**config.mk**
```make
export PLATFORM = sky130hd
export DESIGN_NAME = pipe_stage_skid
export DESIGN_NICKNAME = d
export VERILOG_FILES = /design/src/rtl/pipe_stage_skid_pkg.sv /design/src/rtl/pipe_stage_skid_sat_counter.sv /design/src/rtl/pipe_stage_skid.sv
export SDC_FILE = /design/constraint.sdc
export NUM_CORES = 1
export LEC_CHECK = 0
export BUFFER_PORTS_ARGS = -buffer_cell sky130_fd_sc_hd__clkbuf_2
export CORE_MARGIN = 4
export CORE_UTILIZATION = 50
export CTS_CLUSTER_DIAMETER = 40
export DETAILED_ROUTE_END_ITERATION = 12
export PLACE_DENSITY = 0.76
export SETUP_SLACK_MARGIN = 0.02
export SYNTH_ARGS = -nofsm -noshare
export SYNTH_HDL_FRONTEND = slang
export SYNTH_SLANG_ARGS = --single-unit
```
**constraint.sdc**
```tcl
create_clock -name Clk -period 3.7 [get_ports Clk]
set_input_delay 0.74 -clock Clk [delete_from_list [all_inputs] [get_ports Clk]]
set_output_delay 0.74 -clock Clk [all_outputs]
set_load 0.01 [all_outputs]
```
**src/rtl/pipe_stage_skid_pkg.sv**
```systemverilog
// Shared pipeline-stage definitions: skid-buffer state encoding and occupancy decode.
package pipe_stage_skid_pkg;

    typedef enum logic [1:0] {
        EMPTY = 2'd0,
        ONE   = 2'd1,
        FULL  = 2'd2
    } skid_state_e;

    function automatic logic [1:0] state_occupancy(input skid_state_e s);
        case (s)
            ONE:     return 2'd1;
            FULL:    return 2'd2;
            default: return 2'd0;
        endcase
    endfunction

endpackage

```
**src/rtl/pipe_stage_skid_sat_counter.sv**
```systemverilog
// Saturating up-counter: sticks at all-ones instead of wrapping.
module sat_counter #(
    parameter int unsigned W = 16
) (
    input  logic         Clk,
    input  logic         Reset,
    input  logic         Inc,
    output logic [W-1:0] Count
);

    logic [W-1:0] count_q;
    logic [W-1:0] count_d;

    always_comb begin
        count_d = count_q;
        if (Inc && (count_q != '1)) begin
            count_d = count_q + W'(1);
        end
    end

    always_ff @(posedge Clk) begin
        if (Reset) begin
            count_q <= '0;
        end else begin
            count_q <= count_d;
        end
    end

    assign Count = count_q;

endmodule

```
**src/rtl/pipe_stage_skid.sv**
```systemverilog
// Two-entry skid-buffered pipeline register with flush and back-pressure statistics.
module pipe_stage_skid
    import pipe_stage_skid_pkg::*;
#(
    parameter int unsigned PAYLOAD_W     = 32,
    parameter int unsigned CLEAR_PAYLOAD = 1,
    parameter int unsigned STALL_CNT_W   = 16
) (
    input  logic                   Clk,
    input  logic                   Reset,
    input  logic                   InValid,
    output logic                   InReady,
    input  logic [PAYLOAD_W-1:0]   InData,
    input  logic                   Flush,
    output logic                   OutValid,
    input  logic                   OutReady,
    output logic [PAYLOAD_W-1:0]   OutData,
    output logic [1:0]             Occupancy,
    output logic [STALL_CNT_W-1:0] StallCount
);

    skid_state_e          state_q, state_d;
    logic [PAYLOAD_W-1:0] main_q, main_d;
    logic [PAYLOAD_W-1:0] skid_q, skid_d;
    logic                 accept;
    logic                 pop;
    logic                 stall_inc;

    // Handshake flags come from registered state only, so InReady never depends on OutReady.
    assign OutValid  = (state_q != EMPTY);
    assign InReady   = (state_q != FULL);
    assign OutData   = main_q;
    assign Occupancy = state_occupancy(state_q);

    assign accept    = InValid && InReady;
    assign pop       = OutValid && OutReady;
    assign stall_inc = OutValid && !OutReady && !Flush;

    always_comb begin
        state_d = state_q;
        main_d  = main_q;
        skid_d  = skid_q;
        case (state_q)
            EMPTY: begin
                if (accept) begin
                    main_d  = InData;
                    state_d = ONE;
                end
            end
            ONE: begin
                if (accept && pop) begin
                    main_d = InData;
                end else if (accept) begin
                    skid_d  = InData;
                    state_d = FULL;
                end else if (pop) begin
                    state_d = EMPTY;
                end
            end
            FULL: begin
                if (pop) begin
                    main_d  = skid_q;
                    state_d = ONE;
                end
            end
            default: state_d = EMPTY;
        endcase
        // Flush only invalidates; payload registers keep their contents.
        if (Flush) begin
            state_d = EMPTY;
            main_d  = main_q;
            skid_d  = skid_q;
        end
    end

    always_ff @(posedge Clk) begin
        if (Reset) begin
            state_q <= EMPTY;
        end else begin
            state_q <= state_d;
        end
    end

    always_ff @(posedge Clk) begin
        if (Reset) begin
            if (CLEAR_PAYLOAD != 0) begin
                main_q <= '0;
                skid_q <= '0;
            end
        end else begin
            main_q <= main_d;
            skid_q <= skid_d;
        end
    end

    sat_counter #(
        .W(STALL_CNT_W)
    ) u_stall_cnt (
        .Clk  (Clk),
        .Reset(Reset),
        .Inc  (stall_inc),
        .Count(StallCount)
    );

endmodule

```
==> impl_metrics.env <==
export IMPL_grt_pass1_vias=2837
export IMPL_die_h_um=90.8
export IMPL_tightestPinTransition_ns=1.04
export IMPL_cts_buffer_depth=2
export IMPL_p_leak_nw=1.83
export IMPL_grt_max_degree=52
export IMPL_port_buffers=88
export IMPL_rsz0062_at_grt="false"
export IMPL_cts_inserted_buffers=9
export IMPL_synth_seq_cells=82
export IMPL_grt_remaining_overflow=0
export IMPL_yosysSeqAreaShare=0.479
export IMPL_end_kind="output pin"
export IMPL_antenna_cells=0
export IMPL_hold_buffers=0
export IMPL_worst_ep_arrival_time_ns=1.62
export IMPL_worst_path_max_fanout=19
export IMPL_via_count=2969
export IMPL_gp_congestion=0.810
export IMPL_ys_warnings_count=0
export IMPL_path_cells="nand2b_2 -> inv_1 -> clkbuf_2"
export IMPL_die_area_sq_um=8240
export IMPL_final_hold_viol_count=0
export IMPL_multiInputGateArea_sq_um=1670
export IMPL_nNetsFinal=512
export IMPL_seq_area_sq_um=1640
export IMPL_drtIter0Drc=81
export IMPL_rows=29
export IMPL_die_w_um=90.8
export IMPL_initial_core_util=0.527
export IMPL_finClkSkew_ns=0.00829
export IMPL_ir_worst_vdd_uv=209
export IMPL_postCtsSetupRepairBufs=0
export IMPL_fin_tns_setup_ns=0
export IMPL_fmax_ghz=0.423
export IMPL_synth_top_area_share=0.479
export IMPL_ant_nets=0
export IMPL_cts_root_buffer="clkbuf_8"
export IMPL_htreeDepth=3
export IMPL_slowest_stage="nand2b_2"
export IMPL_max_cap_viol_count=0
export IMPL_status="finished, final reports clean"
export IMPL_min_period_over_period=0.639
export IMPL_syn_cell_area_sq_um=3430
export IMPL_post_route_util=0.634
export IMPL_core_area_sq_um=6490
export IMPL_wl_per_cell_um=13.6
export IMPL_power_density_nw_per_um2=434
export IMPL_cts_sinks=82
export IMPL_clk_latency_ns=0.34
export IMPL_slew_limit_headroom=0.308
export IMPL_syn_num_nets=434
export IMPL_drive_gt1_frac=0.247
export IMPL_via_per_inst=5.35
export IMPL_synth_edf_count=0
export IMPL_io_pins=89
export IMPL_cpPeakStageDelay_ns=0.54
export IMPL_cts_resized=0
export IMPL_yosysUniqueCellTypes=39
export IMPL_synth_top_area_cell="dfxtp_1"
export IMPL_route_detailed_drc=0
export IMPL_async_flop_share=0
export IMPL_finalMaxSlewViolations=0
export IMPL_syn_inst=396
export IMPL_synthFlopType="dfxtp_1"
export IMPL_area_growth_pct=20.2
export IMPL_finalSetupViolCount=0
export IMPL_cts_tree="yes"
export IMPL_hpwl_um=5280
export IMPL_grt_pass1_wl_um=12900
export IMPL_antenna_found_initial=0
export IMPL_synthTopCellsByArea="dfxtp_1 48%, mux2i_1 10%, nand2_1 7.8%"
export IMPL_num_fill_cells=585
export IMPL_worstSetupPathType="reg -> out"
export IMPL_crit_path_start_kind="flop"
export IMPL_worstPathRequired_ns=2.96
export IMPL_routed_wl_um=7550
export IMPL_grt_usage=0.188
export IMPL_clkSlewWorstSetupHoldPaths_ns=0.08
export IMPL_synth_area_per_cell_sq_um=8.65
export IMPL_firstDrtPassIters=4
export IMPL_hold_class="reg -> reg"
export IMPL_fin_crit_ns=2.36
worst max-delay path: cells and delay by family (launching register included):
family        cells  cell delay [ns]
buf+inv           2             0.27
simple gates      1             0.54
flops             1             0.47
worst paths after layout:
path,depth (start not counted),start,slack [ns],endpoint
worst max-delay path,3,state_q[0],1.34,Occupancy[1]
worst max register to register,6,state_q[1],1.63,OutData[22]
worst min register to register,2,skid_q[16],0.45,skid_q[16]
worst min-delay path,2,skid_q[16],0.45,skid_q[16]
metrics by stage:
step / total power [mW] / area (sq um) / hold WS (ns) / cells / worst slack [ns]
3_3_place_gp: 1.12 / 3910 / 0.441 / 540 / 1.23
4_1_cts: 1.81 / 4120 / 0.457 / 555 / 1.29
6_report: 1.79 / 4120 / 0.455 / 555 / 1.34
3_5_place_dp: 1.13 / 3910 / 0.446 / 540 / 1.14
5_1_grt: 1.87 / 4120 / 0.471 / 555 / 1.16
2_1_floorplan: 1.05 / 3430 / 0.436 / 396 / 1.63
registers in the layout, summed over array words and instances, names as in the netlist:
register	flops
OutData	32
skid_q	32
u_stall_cnt.Count	16
state_q	2
where the power goes:
| group | total (mW) | internal (mW) | leakage (nW) | switching (mW) |
|---|---|---|---|---|
| sequential | 0.933 | 0.914 | 0.668 | 0.0191 |
| combinational | 0.170 | 0.0703 | 1.06 | 0.0993 |
| clock | 0.686 | 0.380 | 0.100 | 0.306 |
| total | 1.79 | 1.36 | 1.83 | 0.425 |
layout make-up:
cell class | instances | share of cell area
clock buffers | 11 | 0.0319
clock inverters | 4 | 0.0185
inverters | 3 | 0.00273
multi-input cells | 283 | 0.405
flip-flops and latches | 82 | 0.399
well taps | 77 | 0.0234
repair buffers | 95 | 0.120
cells by family after synthesis:
kind of cell    count (synthesis)  synth area share
compound gates                 81             0.149
xor+xnor                        9            0.0230
fa+ha+maj                       1           0.00365
buf+inv                        31            0.0373
flops                          82             0.479
mux                            35             0.102
simple gates                  157             0.205
placed cells by master, fill, tap and decap left out, drive strengths merged, types with 2 or more instances in the layout:
cell type,netlist,layout
clkbuf,19,99
dfxtp,82,82
nand2,71,71
nor2,49,49
a21oi,37,37
mux2i,35,35
a211oi,32,32
nand3,7,7
buf,9,7
xor2,5,5
nand4,5,5
nor4,5,5
nor3,5,5
or4,5,5
xnor2,4,4
inv,3,4
o21ai,4,4
or3,2,2
o31ai,2,2
bufinv,0,2
metal layers:
layer,share of wire,global-route usage
met2,0.47,0.315
met1,0.46,0.232
met5,0,0
met3,0.060,0.0450
met4,0.012,0.0729
cells in the mapped netlist, types with 2 or more instances:
cell,instances
a211oi_1,32
a21oi_1,37
buf_2,9
clkbuf_1,19
dfxtp_1,82
inv_1,3
mux2i_1,35
nand2_1,71
nand3_1,7
nand4_1,4
nor2_1,47
nor2_2,2
nor3_1,5
nor4_1,4
o21ai_0,3
o31ai_1,2
or3_1,2
or4_1,3
or4_4,2
xnor2_1,4
xor2_1,5
Note: power is estimated with default switching activity, not from simulation.
